===== config.mk =====
export PLATFORM = sky130hd
export DESIGN_NAME = cart_arbiter_flat
export DESIGN_NICKNAME = d
export VERILOG_FILES = /design/src/rtl/cart_arbiter_if.sv /design/src/rtl/cart_arbiter.sv /design/src/flat_wrapper.sv
export SDC_FILE = /design/constraint.sdc
export NUM_CORES = 1
export LEC_CHECK = 0
export CAP_MARGIN = 20
export CORE_MARGIN = 4
export CORE_UTILIZATION = 38
export CTS_CLUSTER_DIAMETER = 40
export DETAILED_ROUTE_END_ITERATION = 6
export PLACE_DENSITY = 0.72
export REMOVE_ABC_BUFFERS = 1
export SYNTH_ARGS = -nofsm -noshare
export SYNTH_HDL_FRONTEND = slang
export SYNTH_SLANG_ARGS = --single-unit

===== constraint.sdc =====
create_clock -name clockgb -period 1.69 [get_ports clockgb]
set_clock_uncertainty 0.05 [all_clocks]
set_input_delay 0.169 -clock clockgb [delete_from_list [all_inputs] [get_ports clockgb]]
set_output_delay 0.169 -clock clockgb [all_outputs]
set_load 0.05 [all_outputs]

===== src/rtl/cart_arbiter_if.sv =====
// Cartridge bus bundle: CPU and DMA request ports plus the mapper access port.
// The arbiter takes the slave view; the environment (CPU, DMA, mapper) takes the master view.
interface cart_arbiter_if;
    logic [15:0] cpu_address;
    logic [7:0]  cpu_indata;
    logic        cpu_load;
    logic        cpu_store;
    logic [7:0]  cpu_outdata;
    logic        cpu_ready;

    logic [15:0] dma_address;
    logic        dma_load;
    logic [7:0]  dma_outdata;
    logic        dma_ready;

    logic [15:0] address;
    logic [7:0]  indata;
    logic [7:0]  outdata;
    logic        load;
    logic        store;

    modport slave (
        input  cpu_address, cpu_indata, cpu_load, cpu_store,
        input  dma_address, dma_load, outdata,
        output cpu_outdata, cpu_ready, dma_outdata, dma_ready,
        output address, indata, load, store
    );

    modport master (
        output cpu_address, cpu_indata, cpu_load, cpu_store,
        output dma_address, dma_load, outdata,
        input  cpu_outdata, cpu_ready, dma_outdata, dma_ready,
        input  address, indata, load, store
    );
endinterface


===== src/rtl/cart_arbiter.sv =====
// Purpose: shares the cartridge mapper between CPU and DMA, one access at a time.
// Latency: grant in IDLE, then LATENCY read cycles (or 1 write cycle), then a DONE cycle with ready.
// Backpressure: requests are level-held until ready; DMA burst is capped while a CPU request waits.
module cart_arbiter #(
    parameter int LATENCY   = 2,
    parameter int DMA_BURST = 4
) (
    input  logic           clockgb,
    input  logic           resetn,
    cart_arbiter_if.slave  bus
);

    typedef enum logic [2:0] {IDLE, CPU_RD, CPU_WR, DMA_RD, DONE} state_t;

    localparam logic [2:0] LAT_LAST  = 3'(LATENCY - 1);
    localparam logic [3:0] BURST_MAX = 4'(DMA_BURST);

    state_t      state, state_n;
    logic [2:0]  lat_cnt, lat_n;
    logic [3:0]  burst_cnt, burst_n;
    logic [15:0] addr_q, addr_n;
    logic [7:0]  wdat_q, wdat_n;
    logic [7:0]  cpu_rdat_q, cpu_rdat_n;
    logic [7:0]  dma_rdat_q, dma_rdat_n;
    logic        load_q, load_n;
    logic        store_q, store_n;
    logic        cpu_rdy_q, cpu_rdy_n;
    logic        dma_rdy_q, dma_rdy_n;

    logic cpu_req;
    logic dma_win;

    assign cpu_req = bus.cpu_load | bus.cpu_store;
    // DMA keeps priority until it has used its burst allowance against a waiting CPU.
    assign dma_win = bus.dma_load & (~cpu_req | (burst_cnt < BURST_MAX));

    always_ff @(posedge clockgb or negedge resetn) begin
        if (!resetn) begin
            state      <= IDLE;
            lat_cnt    <= '0;
            burst_cnt  <= '0;
            addr_q     <= '0;
            wdat_q     <= '0;
            cpu_rdat_q <= '0;
            dma_rdat_q <= '0;
            load_q     <= 1'b0;
            store_q    <= 1'b0;
            cpu_rdy_q  <= 1'b0;
            dma_rdy_q  <= 1'b0;
        end else begin
            state      <= state_n;
            lat_cnt    <= lat_n;
            burst_cnt  <= burst_n;
            addr_q     <= addr_n;
            wdat_q     <= wdat_n;
            cpu_rdat_q <= cpu_rdat_n;
            dma_rdat_q <= dma_rdat_n;
            load_q     <= load_n;
            store_q    <= store_n;
            cpu_rdy_q  <= cpu_rdy_n;
            dma_rdy_q  <= dma_rdy_n;
        end
    end

    // Mapper-side outputs are registered: values computed here appear on the next cycle.
    always_comb begin
        state_n    = state;
        lat_n      = lat_cnt;
        burst_n    = burst_cnt;
        addr_n     = '0;
        wdat_n     = '0;
        cpu_rdat_n = cpu_rdat_q;
        dma_rdat_n = dma_rdat_q;
        load_n     = 1'b0;
        store_n    = 1'b0;
        cpu_rdy_n  = 1'b0;
        dma_rdy_n  = 1'b0;

        case (state)
            IDLE: begin
                if (!cpu_req) begin
                    burst_n = '0;
                end
                if (dma_win) begin
                    state_n = DMA_RD;
                    addr_n  = bus.dma_address;
                    load_n  = 1'b1;
                    lat_n   = LAT_LAST;
                    if (cpu_req) begin
                        burst_n = burst_cnt + 4'd1;
                    end
                end else if (cpu_req) begin
                    burst_n = '0;
                    addr_n  = bus.cpu_address;
                    if (bus.cpu_store) begin
                        state_n = CPU_WR;
                        wdat_n  = bus.cpu_indata;
                        store_n = 1'b1;
                    end else begin
                        state_n = CPU_RD;
                        load_n  = 1'b1;
                        lat_n   = LAT_LAST;
                    end
                end
            end
            CPU_RD, DMA_RD: begin
                if (lat_cnt == 3'd0) begin
                    state_n = DONE;
                    if (state == CPU_RD) begin
                        cpu_rdat_n = bus.outdata;
                        cpu_rdy_n  = 1'b1;
                    end else begin
                        dma_rdat_n = bus.outdata;
                        dma_rdy_n  = 1'b1;
                    end
                end else begin
                    addr_n = addr_q;
                    load_n = 1'b1;
                    lat_n  = lat_cnt - 3'd1;
                end
            end
            CPU_WR: begin
                state_n   = DONE;
                cpu_rdy_n = 1'b1;
            end
            DONE: begin
                state_n = IDLE;
            end
            default: begin
                state_n = IDLE;
            end
        endcase
    end

    assign bus.address     = addr_q;
    assign bus.indata      = wdat_q;
    assign bus.load        = load_q;
    assign bus.store       = store_q;
    assign bus.cpu_outdata = cpu_rdat_q;
    assign bus.dma_outdata = dma_rdat_q;
    assign bus.cpu_ready   = cpu_rdy_q;
    assign bus.dma_ready   = dma_rdy_q;

endmodule


===== src/flat_wrapper.sv =====
// flat-port wrapper written by rule: the top's interface ports become plain ports
module cart_arbiter_flat 
#(
    parameter int LATENCY   = 2,
    parameter int DMA_BURST = 4
)
  (clockgb, resetn, bus_cpu_address, bus_cpu_indata, bus_cpu_load, bus_cpu_store, bus_dma_address, bus_dma_load, bus_outdata, bus_cpu_outdata, bus_cpu_ready, bus_dma_outdata, bus_dma_ready, bus_address, bus_indata, bus_load, bus_store);
  cart_arbiter_if bus_i ();
  input  logic clockgb;
  input  logic resetn;
  input wire logic [$bits(bus_i.cpu_address)-1:0] bus_cpu_address;
  input wire logic [$bits(bus_i.cpu_indata)-1:0] bus_cpu_indata;
  input wire logic [$bits(bus_i.cpu_load)-1:0] bus_cpu_load;
  input wire logic [$bits(bus_i.cpu_store)-1:0] bus_cpu_store;
  input wire logic [$bits(bus_i.dma_address)-1:0] bus_dma_address;
  input wire logic [$bits(bus_i.dma_load)-1:0] bus_dma_load;
  input wire logic [$bits(bus_i.outdata)-1:0] bus_outdata;
  output wire logic [$bits(bus_i.cpu_outdata)-1:0] bus_cpu_outdata;
  output wire logic [$bits(bus_i.cpu_ready)-1:0] bus_cpu_ready;
  output wire logic [$bits(bus_i.dma_outdata)-1:0] bus_dma_outdata;
  output wire logic [$bits(bus_i.dma_ready)-1:0] bus_dma_ready;
  output wire logic [$bits(bus_i.address)-1:0] bus_address;
  output wire logic [$bits(bus_i.indata)-1:0] bus_indata;
  output wire logic [$bits(bus_i.load)-1:0] bus_load;
  output wire logic [$bits(bus_i.store)-1:0] bus_store;
  assign bus_i.cpu_address = bus_cpu_address;
  assign bus_i.cpu_indata = bus_cpu_indata;
  assign bus_i.cpu_load = bus_cpu_load;
  assign bus_i.cpu_store = bus_cpu_store;
  assign bus_i.dma_address = bus_dma_address;
  assign bus_i.dma_load = bus_dma_load;
  assign bus_i.outdata = bus_outdata;
  assign bus_cpu_outdata = bus_i.cpu_outdata;
  assign bus_cpu_ready = bus_i.cpu_ready;
  assign bus_dma_outdata = bus_i.dma_outdata;
  assign bus_dma_ready = bus_i.dma_ready;
  assign bus_address = bus_i.address;
  assign bus_indata = bus_i.indata;
  assign bus_load = bus_i.load;
  assign bus_store = bus_i.store;
  cart_arbiter #(.LATENCY(LATENCY), .DMA_BURST(DMA_BURST)) u_core (.clockgb(clockgb), .resetn(resetn), .bus(bus_i));
endmodule

==> results of run 1 <==
## registers in the layout (all words and copies together) (netlist names)
signal / cells
u_core.bus.dma_outdata: 8
u_core.bus.indata: 8
u_core.lat_cnt: 3
u_core.bus.store: 1
u_core.bus.address: 16
u_core.bus.cpu_ready: 1
u_core.bus.cpu_outdata: 8
u_core.state: 3
u_core.bus.load: 1
u_core.bus.dma_ready: 1
u_core.burst_cnt: 4
## layout make-up
type                            instances  area [µm²]
Multi-Input combinational cell        131         953
Fill cell                             505        2240
Clock inverter                          1        30.0
Clock buffer                            6        82.6
Tap cell                               75        93.8
Timing Repair Buffer                  119        1140
Inverter                                6        22.5
Sequential cell                        54        1350
## metrics by stage
stage	utilization (%)	cells
after floorplan	-	191
after global placement	57.4	379
after detailed placement	57.4	379
after CTS	59.6	387
after global routing	62.1	392
final	62.1	392
## repair_timing
item                                   4_1_cts  5_1_grt
endpoints found under the hold margin       54        0
setup endpoints to repair                   16       36
hold buffers                                 1        0
pin swaps                                    0        4
gates cloned                                 0        2
buffers inserted                             0        3
resized for setup                            2       20
## layer usage
layer  share of wire (%)  GRT usage [%]  vias up
met5                   0              0        -
met4                 1.3           4.67        0
met3                  11           5.89        9
met2                  46           24.9       85
met1                  41           19.5      943
li1                    -              -      948
## worst reg2reg max path: stages, from the launching register on
cell and delay, ns:
sky130_fd_sc_hd__dfrtp_1 0.41, sky130_fd_sc_hd__inv_2 0.08, sky130_fd_sc_hd__ha_4 0.14, sky130_fd_sc_hd__ha_4 0.15
sky130_fd_sc_hd__nand2_4 0.06, sky130_fd_sc_hd__nor3_4 0.21, sky130_fd_sc_hd__buf_12 0.16, sky130_fd_sc_hd__mux2_2 0.33
## logic make-up (layout without fill, tap and decap cells)
kind of cell	Yosys count	after routing	synth area share [%]
AO/OA/AOI/OAI	33	33	10.1
AND/OR/NAND/NOR	79	79	18.3
multiplexers	16	16	7.74
flip-flops	54	54	58.0
adder cells (fa/ha/maj)	3	3	1.61
buffers and inverters	19	132	4.19
## power by group
| part | internal [W] | switching [W] |
|---|---|---|
| sequential | 0.00179 | 0.000366 |
| combinational | 0.00164 | 0.00254 |
| clock | 0.000474 | 0.000395 |
## worst max path at each step
stage	startpoint	slack, ns	to	depth (start not counted)
2_1_floorplan	u_core.lat_cnt[0]$_DFFE_PN0P_	-0.69	u_core.lat_cnt[0]$_DFFE_PN0P_	5
5_1_grt	u_core.lat_cnt[1]$_DFFE_PN0P_	-0.06	u_core.bus.cpu_outdata[2]$_DFFE_PN0P_	7
3_3_place_gp	bus_dma_load	-0.01	u_core.bus.indata[5]$_DFF_PN0_	4
4_1_cts	u_core.lat_cnt[0]$_DFFE_PN0P_	0.0003	u_core.bus.cpu_outdata[1]$_DFFE_PN0P_	7
3_5_place_dp	bus_dma_load	-0.03	u_core.bus.indata[1]$_DFF_PN0_	4
6_report	u_core.lat_cnt[1]$_DFFE_PN0P_	0.003	u_core.bus.cpu_outdata[7]$_DFFE_PN0P_	7
## cell usage in the layout (no fill, tap or decap), types with 5 or more instances in the layout
cell and n:
sky130_fd_sc_hd__clkdlybuf4s50_1 55, sky130_fd_sc_hd__dfrtp_1 54, sky130_fd_sc_hd__buf_4 50, sky130_fd_sc_hd__nand2_1 38
sky130_fd_sc_hd__o211ai_1 17, sky130_fd_sc_hd__nand4_1 16, sky130_fd_sc_hd__mux2_2 12, sky130_fd_sc_hd__and2_1 9
sky130_fd_sc_hd__clkbuf_8 6, sky130_fd_sc_hd__o21ai_0 5
==> run summary, run 1 <==
The setup-violating endpoint count in the final report is 0. The number of search-and-repair iterations in the first detailed-routing pass came out at 4. The count of final hold-check violations is 0.

The mapped netlist covers 2330 µm². The count of antenna diodes in the layout is 0. The number of warnings reported in the yosys synthesis log is 0.

The final critical path time including I/O delays and setup came out at 1.69 ns. Setup repair after global routing could not meet its margin everywhere. The first global-routing pass estimated around 9300 µm of wire. The worst pin sits at a relative slew slack of 65.6%.

The maximum fanout encountered on the critical timing path came out at 8. The I/O pin count is 97. For this run, the leading register cell type out of synthesis is sky130_fd_sc_hd__dfrtp_1.

The number of buffers between clock root and the deepest sink came out at 2. The maximum ir drop on the vdd rail is slightly below 1000 µV. The worst setup path is captured at a register. Yosys instantiated no cell more often than sky130_fd_sc_hd__dfrtp_1. The cell type group with the largest total delay on the critical path is flip-flops. The flow ran to the end, and the final reports show no timing, DRC or antenna violations. The number of global-route vias before repair was about 2000. The placed standard-cell area is ~3400 µm².

The max-capacitance violation count came out at 0. By area the synthesized netlist is led by sky130_fd_sc_hd__dfrtp_1 58%, sky130_fd_sc_hd__mux2_2 7.7%, sky130_fd_sc_hd__nand2_1 6.4%. The fraction of post-synthesis cell area in the top cell type by area came out at 58.0%.

The clock slew at the register clock pins of the worst setup and hold paths came out at 0.09 ns. The buffer type at the clock tree root is sky130_fd_sc_hd__clkbuf_8. The arrival time of the worst setup path came out at 1.83 ns. The final routed wire length divided by cell count is 15.1 µm. The data required time of the worst path is 1.83 ns. The post-route standard cell area excluding fillers is roughly 3700 µm². TritonCTS built the clock tree. The routability-driven placement congestion ratio is roughly 0.75. The final sum of negative setup slack came out at 0 ns. The slew at the pin closest to its max-slew limit is between 0.5 and 0.6 ns. The total global routing track utilization came out at 15.5%. The startpoint identified for the worst register-to-register timing path is u_core.lat_cnt[1]$_DFFE_PN0P_. The portion of the clock cycle consumed by the worst path in the final layout came out at 99.8%. The library cell occupying the most area in the post-synthesis netlist is sky130_fd_sc_hd__dfrtp_1. The worst reg-to-reg path cell count is 7. The post-route worst setup slack came out at 0.00273 ns. The sequential-to-total area share from yosys stat is 58.0%. The number of antenna violations at the first check in global routing was 0. The worst-case setup slack after placement is -0.0317 ns. The power density relative to cell area is 1960 nW/µm².

The count of buffers from port buffering came out at 96. The count of antenna-violating nets left after detailed routing came out at 0. The detail-routed via count per cell is 5.06. The via count came out at 1985. The die covers 7440 µm².

In the routed design, unresolved DRC markers number 0. Global routing finished with a remaining overflow of 0. From synthesis to final layout, the design area changed by 57.9%. The number of violations reported at the end of detailed-routing iteration 0 is 58. The total clock buffers created by CTS came out at 5. The cell count after synthesis came out at 204.

The type of origin of the critical path is a register. The type of the worst setup path is reg2reg. Detailed placement ended at an HPWL of 4170 µm. The chip height came out at 86.3 µm. In this design, the critical path's most frequently occurring cell is sky130_fd_sc_hd__ha_4. Once the floorplan was initialized, standard cells occupied 39.3% of the core. The number of slew-limit violations in the final report was 0.

The critical register-to-register path endpoint is u_core.bus.cpu_outdata[7]$_DFFE_PN0P_. The total length of routed wires is 5910 µm. In this run the number of H-tree levels came out at 2. The worst hold margin came out at 0.369 ns. The average cell area after synthesis came out at 11.4 µm². The largest single stage delay on the critical path is 0.41 ns.

The kind of path behind the tightest hold check is in2async. The standard cell with the maximum stage delay on the critical path is sky130_fd_sc_hd__dfrtp_1. The number of synthesized flops with an enable pin is 0.

Entering global routing, the biggest net connects 34 pins. The post-layout net count came out at 373. The die is 86.3 µm wide. The async set or reset register ratio after synthesis is 100%.

The fmax is 593 MHz. The post-synthesis register bit count came out at 54. The number of distinct library cells after synthesis came out at 32.

Summed over all cells, the static leakage comes to 1.72 nW. The later-pin clock latency in the skew report came out at 0.30 ns. The area of the placeable core is 5920 µm². The critical path contains buffers and inverters numbering 2 combined. The number of sinks driven by the clock tree came out at 54. The overall power of the completed layout is 0.00720 W. Traced cell by cell, the critical path runs through inv_2 -> ha_4 -> ha_4 -> nand2_4 -> nor3_4 -> buf_12 -> mux2_2. The share of cells above drive strength 1 is 29.7%. Sorting the synthesized cells by how often they occur yields 54 x sky130_fd_sc_hd__dfrtp_1, 40 x sky130_fd_sc_hd__nand2_1, 17 x sky130_fd_sc_hd__o211ai_1. Setup slack on the worst reg-to-reg path comes out at between 0.002 and 0.003 ns. The number of placement rows came out at 28.
Power figures use the tool's default switching activity.
==> run 2, diff against run 1 <==
--- a/config.mk
+++ b/config.mk
@@ -7,10 +7,10 @@
 export LEC_CHECK = 0
 export CAP_MARGIN = 20
 export CORE_MARGIN = 4
-export CORE_UTILIZATION = 38
+export CORE_UTILIZATION = 46
 export CTS_CLUSTER_DIAMETER = 40
 export DETAILED_ROUTE_END_ITERATION = 6
-export PLACE_DENSITY = 0.72
+export PLACE_DENSITY = 0.82
 export REMOVE_ABC_BUFFERS = 1
 export SYNTH_ARGS = -nofsm -noshare
 export SYNTH_HDL_FRONTEND = slang
==> constraint.sdc (replaced) <==
create_clock -name clockgb -period 2.1 [get_ports clockgb]
set_clock_uncertainty 0.05 [all_clocks]
set_input_delay 0.21 -clock clockgb [delete_from_list [all_inputs] [get_ports clockgb]]
set_output_delay 0.21 -clock clockgb [all_outputs]
set_load 0.05 [all_outputs]
==> run summary, run 2 (same netlist as run 1, synthesis figures left out) <==
The number of slew-limit violations in the final report came out at 0 (unchanged). The count of antenna diodes in the layout is 0 (unchanged). The total global routing track utilization came out at 17.9% (was 15.5%). The fmax is 540 MHz (was 593 MHz). The clock slew at the register clock pins of the worst setup and hold paths came out at 0.09 ns (about the same). The chip height is 79.1 µm (was 86.3 µm). Most used cells in the layout excluding fill and tap cells: 95 x sky130_fd_sc_hd__clkdlybuf4s50_1, 54 x sky130_fd_sc_hd__dfrtp_1, 40 x sky130_fd_sc_hd__nand2_1 (was 55 x sky130_fd_sc_hd__clkdlybuf4s50_1, 54 x sky130_fd_sc_hd__dfrtp_1, 50 x sky130_fd_sc_hd__buf_4).

The later-pin clock latency in the skew report came out at 0.29 ns (was 0.30 ns). The total clock buffers created by CTS came to 5 (unchanged). The power density relative to cell area came out at 1530 nW/µm² (was 1960 nW/µm²). The number of violations reported at the end of detailed-routing iteration 0 came out at 56 (was 58). The number of global-route vias before repair came to 1898 (was 2003). The number of hold buffers added after cts came out at 0 (was 1). The number of sinks driven by the clock tree is 54 (unchanged).

The number of flip-flops under the largest register name came to 16 (unchanged). The leakage power summed over all cells was 1.44 nW (was 1.72 nW). The number of placement rows came out at 25 (was 28).

The count of antenna-violating nets left after detailed routing is 0 (unchanged). The count of cells resized by post-cts repair is 0 (was 2). The number of antenna violations at the first check in global routing came out at 0 (unchanged).

The buffer type at the clock tree root was sky130_fd_sc_hd__clkbuf_8 (unchanged). The overall power of the completed layout came to 0.00522 W (was 0.00720 W). The kind of path behind the tightest hold check is in2async (unchanged). The total length of routed wires is 5190 µm (was 5910 µm). The overflow left after global routing is 0 (unchanged).

Unrepaired setup endpoints after global routing: false (was true). The final sum of negative setup slack is 0 ns (unchanged). The max-capacitance violation count is 0 (unchanged). The maximum ir drop on the vdd rail is 732 µV (was 992 µV). The count of buffers from port buffering was 96 (unchanged). The area of the placeable core is 4820 µm² (was 5920 µm²). The count of H-tree levels built during CTS is 2 (unchanged). The count of final hold-check violations is 17 (was 0).

The type of the worst setup path is reg2reg (unchanged). The DRC violation count after routing came out at 0 (unchanged). The type of destination of the critical path is a register (unchanged).

The TritonCTS clock tree is built (unchanged). The setup-violating endpoint count in the final report came out at 0 (unchanged). The number of buffers between clock root and the deepest sink is 2 (unchanged).

The number of search-and-repair iterations in the first detailed-routing pass was 4 (unchanged). The detail-routed via count per cell was 5.09 (was 5.06). The first-pass GRT wire length was 9010 µm (was 9270 µm). The floorplan die width came out at 79.1 µm (was 86.3 µm). The worst slew margin relative to its limit was 53.6% (was 65.6%). The arrival time of the worst setup path came to 1.97 ns (was 1.83 ns). The routability-driven placement congestion ratio is 0.769 (was 0.751).

The layout filler cell count came out at 356 (was 505). The area taken by flip-flops and latches is 1350 µm² (unchanged). Outcome: finished, violations left (was finished clean).

The final critical path time including I/O delays and setup is 1.85 ns (was 1.69 ns). The via count is 1863 (was 1985). The final reports fail on negative hold slack.

The most common cell after layout, fill and taps aside is sky130_fd_sc_hd__clkdlybuf4s50_1 (unchanged). The final routed wire length divided by cell count is 14.2 µm (was 15.1 µm). The total half-perimeter wirelength after legalization and detailed placement came to 3890 µm (was 4170 µm).

The type of origin of the critical path is a register (unchanged). The post-layout net count is 355 (was 373). The data required time of the worst path is 2.22 ns (was 1.83 ns).

The slew at the pin closest to its max-slew limit is 0.696 ns (was 0.514 ns). The portion of the clock cycle consumed by the worst path in the final layout is 88.2% (was 99.8%). The I/O pin count came out at 97 (unchanged). The starting utilization of the core area came to 48.3% (was 39.3%). The maximum number of pins on one net before global-route repair was 55 (was 34). The worst hold margin came to -0.00775 ns (was 0.369 ns). The count of buffers added by post-CTS timing repair for setup is 0 (unchanged). The combined area of the multi-input logic cells was 885 µm² (was 953 µm²). The share of cells above drive strength 1 came out at 11.0% (was 29.7%).

The post-synthesis to final-layout area growth was 46.7% (was 57.9%). The maximum fanout encountered on the critical timing path is 8 (unchanged). The area of the die was 6260 µm² (was 7440 µm²).
-- run 2: critical path: stages (launching register included) --
cell,delay (ns)
sky130_fd_sc_hd__dfrtp_1,0.40
sky130_fd_sc_hd__inv_1,0.06
sky130_fd_sc_hd__ha_1,0.14
sky130_fd_sc_hd__ha_1,0.23
sky130_fd_sc_hd__nand2_1,0.14
sky130_fd_sc_hd__nor3_4,0.33
sky130_fd_sc_hd__mux2_2,0.38
-- run 2: worst paths after layout --
| path | from | to | slack [ns] | cells after the start |
|---|---|---|---|---|
| max | u_core.lat_cnt[0]$_DFFE_PN0P_ | u_core.bus.cpu_outdata[7]$_DFFE_PN0P_ | 0.25 | 6 |
| min | resetn | u_core.bus.cpu_outdata[3]$_DFFE_PN0P_ | -0.008 | 2 |
| max reg2reg | u_core.lat_cnt[0]$_DFFE_PN0P_ | u_core.bus.cpu_outdata[7]$_DFFE_PN0P_ | 0.25 | 6 |
| min reg2reg | u_core.burst_cnt[1]$_DFFE_PN0P_ | u_core.burst_cnt[1]$_DFFE_PN0P_ | 0.43 | 2 |
| max in group asynchronous | resetn | u_core.burst_cnt[0]$_DFFE_PN0P_ | 1.58 | 2 |
| min in group clockgb | bus_cpu_indata[1] | u_core.bus.indata[1]$_DFF_PN0_ | 0.43 | 2 |
-- run 2: power by group --
| part | internal [W] | switching (W) | leakage (nW) |
|---|---|---|---|
| Clock | 0.000229 | 0.000297 | 0.0373 |
| Combinational | 0.00108 | 0.00192 | 0.706 |
| Sequential | 0.00144 | 0.000262 | 0.694 |
-- run 2: metrics by stage --
step	cells	setup slack [ns]	util [%]	instance area, µm²
floorplan	191	-0.277	-	2250
global placement	359	0.296	69.2	3340
detailed placement	359	0.241	69.2	3340
CTS	366	0.240	70.9	3420
global route	366	0.108	70.9	3420
finish	366	0.248	70.9	3420
-- run 2: final cells by class --
| class | count | area share, % |
|---|---|---|
| clock inverters | 1 | 0.220 |
| multi-input cells | 131 | 25.9 |
| inverters | 6 | 0.659 |
| clock buffers | 6 | 2.12 |
| repair buffers | 101 | 29.1 |
| well taps | 67 | 2.45 |
| flip-flops and latches | 54 | 39.6 |
-- run 2: layer usage --
layer | global-route usage, % | share of wire [%]
met2 | 30.1 | 48
met3 | 7.26 | 11
met4 | 3.09 | 0.69
met5 | 0 | 0
met1 | 22.0 | 40
